`src/rtl/mips_pkg.sv`:
```
// Shared definitions for the MIPS pipeline: fetch FSM encoding, reset PC and
// the canonical nop word.
package mips_pkg;

  typedef enum logic [1:0] {
    FS_IDLE = 2'd0,
    FS_REQ  = 2'd1,
    FS_HOLD = 2'd2
  } fetch_state_t;

  localparam logic [31:0] RESET_PC_DEFAULT = 32'h0000_0000;
  localparam logic [31:0] NOP_INSTR        = 32'h0000_0000;

  // 32-bit modulo increment; 32'hFFFF_FFFC wraps to 0.
  function automatic logic [31:0] pc_plus4(input logic [31:0] pc);
    return pc + 32'd4;
  endfunction

endpackage

```
`src/rtl/fetch_buffer.sv`:
```
// One-entry parking register for a fetched word that could not enter IF/ID
// because decode was stalled. Clear wins over load, load wins over drain.
module fetch_buffer
  import mips_pkg::*;
(
  input  logic        clk,
  input  logic        rst,
  input  logic        load_i,
  input  logic        drain_i,
  input  logic        clear_i,
  input  logic [31:0] instr_i,
  input  logic [31:0] pcplus4_i,
  output logic [31:0] instr_o,
  output logic [31:0] pcplus4_o,
  output logic        valid_o
);

  logic [31:0] instr_q, instr_d;
  logic [31:0] pcplus4_q, pcplus4_d;
  logic        valid_q, valid_d;

  always_comb begin
    instr_d   = instr_q;
    pcplus4_d = pcplus4_q;
    valid_d   = valid_q;
    if (clear_i) begin
      valid_d = 1'b0;
    end else if (load_i) begin
      instr_d   = instr_i;
      pcplus4_d = pcplus4_i;
      valid_d   = 1'b1;
    end else if (drain_i) begin
      valid_d = 1'b0;
    end
  end

  always_ff @(posedge clk or posedge rst) begin
    if (rst) begin
      instr_q   <= NOP_INSTR;
      pcplus4_q <= 32'h0;
      valid_q   <= 1'b0;
    end else begin
      instr_q   <= instr_d;
      pcplus4_q <= pcplus4_d;
      valid_q   <= valid_d;
    end
  end

  assign instr_o   = instr_q;
  assign pcplus4_o = pcplus4_q;
  assign valid_o   = valid_q;

endmodule

```
`src/rtl/fetch_stage.sv`:
```
// Instruction-fetch stage: PC register, variable-latency imem handshake,
// one-entry fetch buffer and the IF/ID pipeline register.
module fetch_stage
  import mips_pkg::*;
#(
  parameter logic [31:0] RESET_PC = RESET_PC_DEFAULT
) (
  input  logic        clk,
  input  logic        reset,
  input  logic        stallF,
  input  logic        stallD,
  input  logic        pcsrcD,
  input  logic [31:0] pcbranchD,
  input  logic        jumpD,
  input  logic [31:0] pcjumpD,
  output logic        imem_req,
  output logic [31:0] imem_addr,
  input  logic        imem_ack,
  input  logic [31:0] imem_rdata,
  output logic [31:0] pcF,
  output logic [31:0] instrD,
  output logic [31:0] pcplus4D,
  output logic        validD,
  output logic        fetchbusyF,
  output logic [1:0]  dbg_state
);

  // imem handshake: imem_req and imem_addr come straight from flops and stay
  // unchanged until an edge with imem_req & imem_ack, where imem_rdata is
  // taken. A request is never withdrawn before its ack, except by reset.

  fetch_state_t state_q, state_d;
  logic [31:0]  pc_q, pc_d;
  logic [31:0]  addr_q, addr_d;
  logic         req_q;
  logic         kill_q, kill_d;
  logic [31:0]  instr_q, instr_d;
  logic [31:0]  pcp4_q, pcp4_d;
  logic         valid_q, valid_d;

  logic         redirect;
  logic [31:0]  target;
  logic         ack;
  logic         ack_ok;
  logic [31:0]  ack_pcp4;
  logic [31:0]  resume;
  logic         buf_load, buf_drain, buf_clear, buf_valid;
  logic [31:0]  buf_instr, buf_pcp4;

  assign redirect = (jumpD | pcsrcD) & ~stallD;
  assign target   = jumpD ? pcjumpD : pcbranchD;
  assign ack      = (state_q == FS_REQ) & imem_ack;
  // Ack data is usable only if not from a killed request and not overtaken
  // by a redirect in the same cycle.
  assign ack_ok   = ack & ~kill_q & ~redirect;
  assign ack_pcp4 = pc_plus4(addr_q);

  assign buf_load  = ack_ok & stallD;
  assign buf_drain = buf_valid & ~stallD;
  assign buf_clear = redirect;

  fetch_buffer u_fetch_buffer (
    .clk       (clk),
    .rst       (reset),
    .load_i    (buf_load),
    .drain_i   (buf_drain),
    .clear_i   (buf_clear),
    .instr_i   (imem_rdata),
    .pcplus4_i (ack_pcp4),
    .instr_o   (buf_instr),
    .pcplus4_o (buf_pcp4),
    .valid_o   (buf_valid)
  );

  // IF/ID: buffer first, then a same-cycle ack, otherwise a bubble.
  always_comb begin
    instr_d = instr_q;
    pcp4_d  = pcp4_q;
    valid_d = valid_q;
    if (!stallD) begin
      if (!redirect && buf_valid) begin
        instr_d = buf_instr;
        pcp4_d  = buf_pcp4;
        valid_d = 1'b1;
      end else if (ack_ok) begin
        instr_d = imem_rdata;
        pcp4_d  = ack_pcp4;
        valid_d = 1'b1;
      end else begin
        instr_d = NOP_INSTR;
        valid_d = 1'b0;
      end
    end
  end

  always_comb begin
    state_d = state_q;
    pc_d    = pc_q;
    addr_d  = addr_q;
    kill_d  = kill_q;
    resume  = pc_q;
    case (state_q)
      FS_IDLE: begin
        if (redirect) begin
          pc_d = target;
          if (!stallF) begin
            state_d = FS_REQ;
            addr_d  = target;
          end
        end else if (!stallF && !buf_valid) begin
          state_d = FS_REQ;
          addr_d  = pc_q;
        end
      end
      FS_REQ: begin
        if (imem_ack) begin
          if (kill_q) begin
            kill_d = 1'b0;
            resume = redirect ? target : pc_q;
          end else if (redirect) begin
            resume = target;
          end else begin
            resume = pc_plus4(pc_q);
          end
          pc_d = resume;
          if (buf_load) begin
            state_d = FS_HOLD;
          end else if (!stallF) begin
            state_d = FS_REQ;
            addr_d  = resume;
          end else begin
            state_d = FS_IDLE;
          end
        end else if (redirect) begin
          // The stale request must still complete; remember to drop its data.
          pc_d   = target;
          kill_d = 1'b1;
        end
      end
      FS_HOLD: begin
        if (redirect) begin
          pc_d = target;
          if (!stallF) begin
            state_d = FS_REQ;
            addr_d  = target;
          end else begin
            state_d = FS_IDLE;
          end
        end else if (!stallD) begin
          if (!stallF) begin
            state_d = FS_REQ;
            addr_d  = pc_q;
          end else begin
            state_d = FS_IDLE;
          end
        end
      end
      default: state_d = FS_IDLE;
    endcase
  end

  always_ff @(posedge clk or posedge reset) begin
    if (reset) begin
      state_q <= FS_IDLE;
      pc_q    <= RESET_PC;
      addr_q  <= 32'h0;
      req_q   <= 1'b0;
      kill_q  <= 1'b0;
      instr_q <= NOP_INSTR;
      pcp4_q  <= 32'h0;
      valid_q <= 1'b0;
    end else begin
      state_q <= state_d;
      pc_q    <= pc_d;
      addr_q  <= addr_d;
      req_q   <= (state_d == FS_REQ);
      kill_q  <= kill_d;
      instr_q <= instr_d;
      pcp4_q  <= pcp4_d;
      valid_q <= valid_d;
    end
  end

  assign imem_req   = req_q;
  assign imem_addr  = addr_q;
  assign pcF        = pc_q;
  assign instrD     = instr_q;
  assign pcplus4D   = pcp4_q;
  assign validD     = valid_q;
  assign fetchbusyF = (state_q == FS_REQ) & ~imem_ack;
  assign dbg_state  = state_q;

endmodule

```
`config.mk`:
```
export PLATFORM = sky130hd
export DESIGN_NAME = fetch_stage
export DESIGN_NICKNAME = d
export VERILOG_FILES = /design/src/rtl/mips_pkg.sv /design/src/rtl/fetch_buffer.sv /design/src/rtl/fetch_stage.sv
export SDC_FILE = /design/constraint.sdc
export NUM_CORES = 1
export LEC_CHECK = 0
export CELL_PAD_IN_SITES_DETAIL_PLACEMENT = 0
export CELL_PAD_IN_SITES_GLOBAL_PLACEMENT = 2
export CORE_ASPECT_RATIO = 1.1
export CORE_MARGIN = 3
export CORE_UTILIZATION = 34
export CTS_CLUSTER_SIZE = 8
export DETAILED_ROUTE_END_ITERATION = 7
export HOLD_SLACK_MARGIN = 0.03
export PLACE_DENSITY = 0.82
export SLEW_MARGIN = 25
export SYNTH_ARGS = -nofsm -noshare
export SYNTH_HDL_FRONTEND = slang
export SYNTH_HIERARCHICAL = 1
export SYNTH_SLANG_ARGS = --single-unit
```
`constraint.sdc`:
```
create_clock -name clk -period 13.85 [get_ports clk]
set_input_delay 2.77 -clock clk [delete_from_list [all_inputs] [get_ports clk]]
set_output_delay 2.77 -clock clk [all_outputs]
set_load 0.03 [all_outputs]
```
==> impl_metrics.env <==
export IMPL_syn_nets=1216
export IMPL_cts_tree="built"
export IMPL_drtIter0Drc=698
export IMPL_rr_startpoint="dbg_state[0]"
export IMPL_firstDrtPassIters=5
export IMPL_cts_clk_slew_worst_paths_ps=80
export IMPL_post_cts_resized=0
export IMPL_dieArea_um2=34600
export IMPL_start_util=0.348
export IMPL_relSlewSlack=0.309
export IMPL_dpl_cell_area_um2=13500
export IMPL_drive_above_1_share=0.111
export IMPL_path_class="primary input to output port"
export IMPL_cts_max_level=4
export IMPL_grt_overflow_total=0
export IMPL_yosys_most_used_dff="dfrtp_1"
export IMPL_p_per_area_nw_per_um2=196
export IMPL_antenna_found_initial=0
export IMPL_final_cells=1720
export IMPL_grt_max_degree=85
export IMPL_hold_violations=0
export IMPL_via_count=9335
export IMPL_whs_ps=480
export IMPL_final_util=0.446
export IMPL_grt_pass1_vias=9013
export IMPL_dr_wl_met2_um=17000
export IMPL_rsz0062_at_grt="false"
export IMPL_setup_tns_final_ps=0
export IMPL_synth_edf_count=0
export IMPL_die_w_um=178
export IMPL_numCtsBuffers=17
export IMPL_postSynthCellCount=1111
export IMPL_hp_start="pcplus4D[8]"
export IMPL_synth_area_leaders="dfrtp_1, mux2_4, nand2_1"
export IMPL_nets=1392
export IMPL_gp_congestion=0.837
export IMPL_synth_common_cells="dfrtp_1, nand2_1, o21ai_0"
export IMPL_max_freq_mhz=144
export IMPL_drt_met1_wl_um=16200
export IMPL_wl_met3_um=2030
export IMPL_core_area_um2=31700
export IMPL_cpPeakStageDelay_ps=690
export IMPL_setup_viol=0
export IMPL_port_buffers=235
export IMPL_status="completed"
export IMPL_hold_end="pcplus4D[8]"
export IMPL_slowest_stage="clkdlybuf4s50_1"
export IMPL_synth_top_area_cell="dfrtp_1"
export IMPL_worstSetupStartpointType="primary input"
export IMPL_io_pins=236
export IMPL_crit_top_cell="clkdlybuf4s50_1"
export IMPL_finalPower_mw=2.77
export IMPL_synth_seq_cells=198
export IMPL_slew_violations=0
export IMPL_required_ps=11080
export IMPL_synth_top_cell_area_share=0.450
export IMPL_die_y_um=195
export IMPL_via_per_inst=5.43
export IMPL_syn_to_final_growth_pct=28.4
export IMPL_finalWirelength_um=35600
export IMPL_post_cts_buffers=0
export IMPL_drc=0
export IMPL_setup_slack_ps=6930
export IMPL_maxCapViolCount=0
export IMPL_layout_min_cycle_time_ps=6920
export IMPL_p_leak_nw=5.70
export IMPL_fillers=3119
export IMPL_crit_fanout=7
export IMPL_avgSynthCellArea_um2=9.90
export IMPL_grt_pass1_wl_um=55000
export IMPL_min_period_over_period=0.500
export IMPL_worstSetupEndpointType="output port"
export IMPL_synth_area_um2=11000
export IMPL_wl_per_cell_um=20.7
export IMPL_num_rows=68
export IMPL_ys_seq_area_frac=0.450
export IMPL_crit_chain="clkdlybuf4s50_1 > nor2_1 > clkdlybuf4s50_1"
export IMPL_min_path_type="flop to flop"
export IMPL_r2r_slack_ps=10170
export IMPL_yosysUniqueCellTypes=64
export IMPL_post_place_ws_ps=6910
export IMPL_yosys_cell_count_top_type="dfrtp_1"
export IMPL_cts_sinks=198
export IMPL_skew_ps=16.3
export IMPL_final_antenna_net_count=0
export IMPL_grt_use_total=0.204
export IMPL_cts_hold_buffers=0
export IMPL_reg2regPathDepth=5
export IMPL_async_flop_share=1.00
export IMPL_worstPathArrival_ps=4150
export IMPL_yosysWarnings=6
export IMPL_reg2reg_to="u_fetch_buffer/pcplus4_o[23]"
export IMPL_clockBufferDepth=2
export IMPL_clk_latency_ps=450
export IMPL_dp_cells=1688
export IMPL_highest_layer="met4"
export IMPL_tightest_slew_ps=1030
export IMPL_clock_root_buffer="clkbuf_16"
export IMPL_fin_area_um2=14100
export IMPL_dp_hpwl_um=25300
export IMPL_ir_worst_vdd_uv=87.0
export IMPL_hold_depth=2
export IMPL_antenna_cells=0
where the power goes:
group	leakage [nW]	switching, mW	internal [mW]
Sequential	2.42	0.259	0.801
Clock	0.276	0.255	0.241
Combinational	3.00	0.660	0.558
Total	5.70	1.17	1.60
cell type report:
type                    count  area [µm²]  area share
clock inverters            15         159      0.0112
flip-flops and latches    198        4950       0.351
clock buffers              17         425      0.0301
repair buffers            251        2460       0.174
inverters                  14        57.6     0.00407
multi-input cells         805        5540       0.392
well taps                 420         526      0.0372
cells by family (layout without fill, tap and decap cells):
logic type	Yosys count	count (layout)	synth area share
muxes	88	88	0.108
buffers and inverters	108	297	0.0495
AOI/OAI and AO/OA	284	284	0.175
adders and majority gates	2	2	0.00227
xor gates and xnor gates	43	43	0.0342
and+or+nand+nor	388	388	0.181
DFF	198	198	0.450
cells in the final DEF, fill, tap and decap left out, drive strengths merged, types with 5 or more instances in the layout:
| cell type | instances |
|---|---|
| clkdlybuf4s50 | 233 |
| dfrtp | 198 |
| nand2 | 115 |
| o21ai | 73 |
| nor2 | 68 |
| mux2 | 66 |
| nand3 | 41 |
| a21oi | 40 |
| nand4 | 34 |
| a22oi | 33 |
| and3 | 26 |
| nor2b | 24 |
| mux2i | 22 |
| xnor2 | 22 |
| nor3 | 22 |
| a211oi | 21 |
| xor2 | 21 |
| inv | 21 |
| a31oi | 20 |
| buf | 18 |
| clkbuf | 17 |
| o31ai | 15 |
| o22a | 15 |
| a221oi | 12 |
| nor4 | 11 |
| a221o | 10 |
| and2 | 10 |
| and4 | 9 |
| a31o | 8 |
| nand2b | 6 |
| or4 | 6 |
| or3 | 5 |
| o21a | 5 |
| clkinv | 5 |
registers in the layout (all words and copies together) (netlist names):
| signal | count |
|---|---|
| dbg_state | 2 |
| imem_addr | 32 |
| imem_req | 1 |
| instrD | 32 |
| kill_q | 1 |
| pcF | 32 |
| pcplus4D | 32 |
| u_fetch_buffer/instr_o | 32 |
| u_fetch_buffer/pcplus4_o | 32 |
| u_fetch_buffer/valid_o | 1 |
| validD | 1 |
per-layer routing:
layer  GRT usage  vias to the layer above
met5           0                        -
met4      0.0384                        0
met3      0.0369                       18
met2       0.320                      277
met1       0.297                     4589
li1            -                     4451
worst max-delay path: cells and delay by family:
kind	cells	cell delay, ps
AND/OR/NAND/NOR	1	150
buffers and inverters	2	1230
worst max path at each step:
stage	slack (ps)	depth (start not counted)	from	end
2_1_floorplan	7530	1	reset	dbg_state[0]
3_3_place_gp	6910	3	imem_ack	fetchbusyF
3_5_place_dp	6910	3	imem_ack	fetchbusyF
4_1_cts	6900	3	imem_ack	fetchbusyF
5_1_grt	6830	3	imem_ack	fetchbusyF
6_report	6930	3	imem_ack	fetchbusyF
Note: power is estimated with default switching activity, not from simulation.
